File: src/rtl/z_multdiv_seq.sv
// z_multdiv_seq: sequencer for an iterative multiply/divide datapath.
// A start request moves the FSM through LOAD (one cycle), RUN (N_ITER cycles)
// and DONE (one cycle, result-valid pulse). All outputs are registered.
// N_ITER is legal in the range 2..32; iter is 5 bits wide.
// Optional build macro: DIV_ZERO_EARLY_EN. When it is defined, a divide whose
// divisor was zero at the start edge skips RUN and finishes straight after LOAD.
module z_multdiv_seq #(
    parameter int unsigned N_ITER = 32
) (
    input  logic       clk,
    input  logic       clrn,
    input  logic       ctrl_mult,
    input  logic       ctrl_div,
    input  logic       divisor_zero,
    output logic       load,
    output logic       step_ena,
    output logic [4:0] iter,
    output logic       op_is_div,
    output logic       busy,
    output logic       data_ready,
    output logic       data_exception
);

    localparam int unsigned ITER_W = 5;
    localparam logic [ITER_W-1:0] ITER_LAST = ITER_W'(N_ITER - 1);

    typedef enum logic [1:0] {
        S_IDLE = 2'd0,
        S_LOAD = 2'd1,
        S_RUN  = 2'd2,
        S_DONE = 2'd3
    } state_t;

    state_t            state;
    state_t            state_nxt;
    logic              dz;
    logic              dz_nxt;
    logic              op_nxt;
    logic [ITER_W-1:0] iter_nxt;
    logic              load_nxt;
    logic              step_nxt;
    logic              busy_nxt;
    logic              ready_nxt;
    logic              exc_nxt;

    // State register plus registered copies of every output and latched flag.
    always_ff @(posedge clk or negedge clrn) begin
        if (!clrn) begin
            state          <= S_IDLE;
            dz             <= 1'b0;
            op_is_div      <= 1'b0;
            iter           <= '0;
            load           <= 1'b0;
            step_ena       <= 1'b0;
            busy           <= 1'b0;
            data_ready     <= 1'b0;
            data_exception <= 1'b0;
        end else begin
            state          <= state_nxt;
            dz             <= dz_nxt;
            op_is_div      <= op_nxt;
            iter           <= iter_nxt;
            load           <= load_nxt;
            step_ena       <= step_nxt;
            busy           <= busy_nxt;
            data_ready     <= ready_nxt;
            data_exception <= exc_nxt;
        end
    end

    // Next state, latched operation info and the output values for the next cycle.
    always_comb begin
        state_nxt = state;
        dz_nxt    = dz;
        op_nxt    = op_is_div;
        iter_nxt  = '0;

        case (state)
            S_IDLE: begin
                // Multiply wins when both requests arrive together.
                if (ctrl_mult || ctrl_div) begin
                    state_nxt = S_LOAD;
                    op_nxt    = ~ctrl_mult;
                    dz_nxt    = ~ctrl_mult & divisor_zero;
                end
            end
            S_LOAD: begin
`ifdef DIV_ZERO_EARLY_EN
                if (op_is_div && dz) begin
                    state_nxt = S_DONE;
                end else begin
                    state_nxt = S_RUN;
                end
`else
                state_nxt = S_RUN;
`endif
            end
            S_RUN: begin
                if (iter == ITER_LAST) begin
                    state_nxt = S_DONE;
                end else begin
                    iter_nxt = iter + ITER_W'(1);
                end
            end
            S_DONE: begin
                // Requests seen here are dropped, not queued.
                state_nxt = S_IDLE;
            end
            default: begin
                state_nxt = S_IDLE;
            end
        endcase

        load_nxt  = (state_nxt == S_LOAD);
        step_nxt  = (state_nxt == S_RUN);
        busy_nxt  = (state_nxt == S_LOAD) || (state_nxt == S_RUN);
        ready_nxt = (state_nxt == S_DONE);
        exc_nxt   = ready_nxt & dz_nxt;
    end

endmodule

File: config.mk
export PLATFORM = sky130hd
export DESIGN_NAME = z_multdiv_seq
export DESIGN_NICKNAME = d
export VERILOG_FILES = /design/src/rtl/z_multdiv_seq.sv
export SDC_FILE = /design/constraint.sdc
export NUM_CORES = 1
export LEC_CHECK = 0
export CAP_MARGIN = 20
export CORE_UTILIZATION = 40
export DETAILED_ROUTE_END_ITERATION = 16
export GPL_TIMING_DRIVEN = 1
export HOLD_SLACK_MARGIN = 0.1
export PLACE_DENSITY = 0.68
export SKIP_LAST_GASP = 1
export SYNTH_ARGS = -nofsm -noshare
export SYNTH_HDL_FRONTEND = slang
export SYNTH_SLANG_ARGS = --single-unit
File: constraint.sdc
create_clock -name clk -period 2.4 [get_ports clk]
set_input_delay 0.36 -clock clk [delete_from_list [all_inputs] [get_ports clk]]
set_output_delay 0.36 -clock clk [all_outputs]
set_load 0.02 [all_outputs]
; After elaboration in Yosys (flattened, before gate mapping)
; Index checks and enable logic that the tools add are counted.
[word_totals]
register_bits = 14
[op_classes]
add_sub_neg = 1
n_eq_ne = 7
muxes = 7
n_bitwise = 3
n_reduce_logical = 4
[op_table]
columns = cell, n
row1 = 5-bit 2-to-1 mux, 2
row2 = 2-bit == test (second input constant), 4
row3 = 2-bit case mux with 4 select lines, 1
row4 = 5-bit by 1-bit adder with 5-bit output (second input constant), 1
row5 = 5-bit == test (second input constant), 1
row6 = 2-bit by 1-bit == test with 1-bit output (second input constant), 2
row7 = 2-bit 2-to-1 mux, 2
row8 = 1-bit AND, 2
row9 = 2-bit zero test, 1
row10 = 1-bit logical OR, 2
row11 = 1-bit 2-to-1 mux, 2
row12 = 2-bit AND reduction, 1
row13 = 1-bit NOT, 1

; Logic depth before layout (Yosys ltp)
[logic_depth]
word_depth = 5
ltp_mapped = 8
depth_no_buf = 8

; Worst setup path before layout
; Ideal clock, no wire load.
[synth_path]
path_type = reg-to-reg
startpoint = register iter[0]
endpoint = register busy
arrival_time_ns = 1.739
required_ns = 2.287
slack_ns = 0.548
path_stages_with_launch = 8
path_buffers = 0
path_cell_list = dfrtp_1 > ha_1 > and3_1 > ha_1 > o21ai_0 > o21ai_0 > ha_1 > inv_1
[synth_via]
elab_chain_cells = 5
[synth_rtl]
columns = item, line
row1 = "start, declared", 17  ; output logic [4:0] iter,
row2 = "start signal, assigned", 62  ; iter <= iter_nxt;
row3 = 5-bit == test (*), 99  ; if (iter == ITER_LAST) begin
row4 = 2-bit 2-to-1 mux (*), 99
row5 = 2-bit case mux with 4 select lines (*), 78  ; case (state)
row6 = via state_nxt[0], 35  ; state_t state_nxt;
row7 = 2-bit by 1-bit == test with 1-bit output or 2-bit == test (tied branches), 116  ; busy_nxt = (state_nxt == S_LOAD) || (state_nxt == S_RUN);
row8 = 1-bit logical OR (*), 116
row9 = via busy_nxt, 42  ; logic busy_nxt;
row10 = "end signal, assigned", 65  ; busy <= busy_nxt;
row11 = "end, declared", 19  ; output logic busy,
; The timed path passes the listed nets; every way through them passes the cells marked *.
; A chain may end at the register's enable or synchronous reset.

; Final worst setup path
[layout_path]
startpoint = register iter[0]
endpoint = register data_exception
[layout_via]
elab_chain_cells = 5
[layout_rtl]
columns = item, line
row1 = 5-bit == test, 99
row2 = 2-bit 2-to-1 mux, 99
row3 = 2-bit case mux with 4 select lines, 78
row4 = via state_nxt[0], 35
row5 = 2-bit == test, 117  ; ready_nxt = (state_nxt == S_DONE);
row6 = via ready_nxt, 43  ; logic ready_nxt;
row7 = 1-bit AND, 118  ; exc_nxt = ready_nxt & dz_nxt;
row8 = via exc_nxt, 44  ; logic exc_nxt;
row9 = "end signal, assigned", 67  ; data_exception <= exc_nxt;
row10 = "end, declared", 21  ; output logic data_exception
; The timed path passes the listed nets, and every way through them passes these cells.

==> metrics.md <==
| Metric | Value |
|---|---|
| Status | finished, final reports clean |
| Critical path type | register to register |
| Design area | 830 um^2 |
| Clock sinks | 14 |
| Cell Pwr Density | 1140 nW/um^2 |
| DR DRC count | 0 |
| Post-DP Area | 793 um^2 |
| IO Count | 16 |
| Post-CTS setup buffers | 0 |
| Final net count | 83 |
| Final WL | 910 um |
| Post-Syn Instances | 50 |
| H-tree Lvls | 1 |
| Post-Place Setup Slack | 473 ps |
| Initial antenna violation count | 0 |
| Post-CTS sizing | 0 |
| Netlist cell types | 20 |
| CTS buffer count | 3 |
| Register area share after synthesis | 0.561 |
| Vias | 405 |
| Layout cell share with drive strength beyond 1 | 0.101 |
| Synth warn | 0 |
| Clock slew at reported path FFs | 80 ps |
| Slew headroom | 0.596 |
| Unrepaired setup endpoints after global routing | false |
| Hold Violations, Final | 0 |
| WL/cell | 10.8 um |
| CP Data Arrival Time | 2140 ps |
| Tcrit/Tclk final | 0.814 |
| Critical Path Fanout Max | 4 |
| Pleak | 0.406 nW |
| Die Ht | 41.5 um |
| Filler cell count | 114 |
| Core Util, Final | 0.600 |
| Root Driver | clkbuf_4 |
| Hold Buf Count CTS | 0 |
| Global-route wire length before repair | 1630 um |
| Max Clock Skew | 1.46 ps |
| Die W | 41.5 um |
| Clk_lat worst skew | 270 ps |
| Worst slew pin tran | 603 ps |
| FF+latch count, synth | 14 |
| F_max | 0.512 GHz |
| Final WS setup | 446 ps |
| Peak VDD IR | 0.611 mV |
| Synth Cell Area | 624 um^2 |
| Initial Utilization | 0.452 |
| Vias in the first global route | 394 |
| TritonRoute pass-1 iters | 3 |
| Remaining global-route overflow | 0 |
| 1st-iter DRT viols | 2 |
| Antenna Nets Post-Route | 0 |
| Tot GR Track Use | 0.129 |
| TritonCTS clock tree | done |
| Max clock buf depth | 2 |
| Largest net degree at the start of global routing | 15 |
| Core area | 1380 um^2 |
| Shortest period the worst path allows | 1950 ps |
| Critical Path Sink Type | register |
| Syn Nets | 63 |
| Required @ worst endpoint | 2590 ps |
| Setup tns final | 0 ps |
| Type of the worst min-delay path | primary input to asynchronous set/reset pin |
| Vias per cell | 4.82 |
| FP Rows | 13 |
| Design Power | 0.000943 W |
| Max-Cap Viols | 0 |
| GP Congestion | 0.694 |
| Die footprint | 1720 um^2 |
| Antenna diodes | 0 |
| DP HPWL | 712 um |
| PortBufs | 15 |
| Area Growth Syn to Fin | 32.9% |
| Finish-stage setup viols | 0 |
| Slew Viols, Final | 0 |
| Worst setup SP type | register |
| Synth Area per Inst | 12.5 um^2 |
[worst paths after layout]
check,start,end,slack [ps],cells past startpoint
worst max-delay path,iter[0],data_exception,450,8
worst min-delay path,clrn,iter[1],470,1
worst max register to register,iter[0],data_exception,450,8
worst min register to register,iter[0],iter[0],490,1
max in group asynchronous,clrn,op_is_div,1550,1
min in group clk,iter[0],iter[0],490,1
[per-layer routing]
layer  up-vias  share of wire  wire, um  GRT usage
li1        210              -         -          -
met1       185           0.44       396      0.145
met2        10           0.49       450      0.209
met3         0          0.069        63     0.0696
met4         0              0         0     0.0387
met5         -              0         0          0
[stage by stage]
step / instances / hold WS, ps
2_1_floorplan: 50 / 64.4
3_3_place_gp: 80 / 465
3_5_place_dp: 80 / 485
4_1_cts: 84 / 477
5_1_grt: 84 / 494
6_report: 84 / 465
[critical path, stage by stage (launching register included)]
cell and delay [ps]:
dfrtp_1 390, ha_1 190, and3_1 180, ha_1 210, o21ai_0 120, o21ai_0 330, ha_1 250, inv_1 50
a221oi_2 150
[state kept, by name, summed over array words and instances (netlist names)]
name / cells
data_exception: 1
busy: 1
state: 2
data_ready: 1
op_is_div: 1
iter: 5
load: 1
dz: 1
step_ena: 1
[Yosys cell counts, drive strengths merged]
library cell  count  area [um^2]
and2              1         7.51
ha                8          100
nand3b            1         7.51
o21a              1         7.51
mux2i             1         10.0
o31ai             1         7.51
nor2              3         11.3
nand2b            1         6.26
or2b              1         7.51
a22oi             1         7.51
a221oi            1         15.0
inv               6         22.5
or3b              1         8.76
a21oi             2         10.0
a21bo             1         10.0
xnor2             1         8.76
and3              1         6.26
o21ai             2         10.0
nand3             2         10.0
dfrtp            14          350
[power by group]
group,switching [W],internal [W]
registers,0.0000361,0.000313
clock network,0.0000691,0.0000922
logic,0.000232,0.000200
[cell usage in the layout, fill, tap and decap left out]
cell type,netlist,final
or2b_1,1,1
dfrtp_1,14,14
a221oi_2,1,1
inv_1,6,6
clkbuf_4,0,3
nor2_1,3,3
a21bo_2,1,1
clkdlybuf4s50_1,0,15
ha_1,8,8
o21ai_0,2,2
nand3b_1,1,1
mux2i_1,1,1
clkbuf_8,0,1
nand3_1,2,2
xnor2_1,1,1
o21a_1,1,1
a22oi_1,1,1
or3b_1,1,1
a21oi_1,2,2
and3_1,1,1
o31ai_1,1,1
nand2b_1,1,1
and2_2,1,1
[layout make-up]
type | instances | area [um^2] | area share
flip-flops and latches | 14 | 350 | 0.422
clock buffers | 4 | 36.3 | 0.0437
multi-input cells | 30 | 251 | 0.303
repair buffers | 15 | 150 | 0.181
well taps | 15 | 18.8 | 0.0226
inverters | 6 | 22.5 | 0.0271
[cell families (layout without fill, tap and decap cells)]
family	Yosys count	count (layout)	share of synthesized area
AOI/OAI and AO/OA	9	9	0.108
xor gates and xnor gates	1	1	0.0140
adders and majority gates	8	8	0.160
buffers and inverters	6	25	0.0361
DFF	14	14	0.561
muxes	1	1	0.0160
and+or+nand+nor	11	11	0.104
Note: power is estimated with default switching activity, not from simulation.
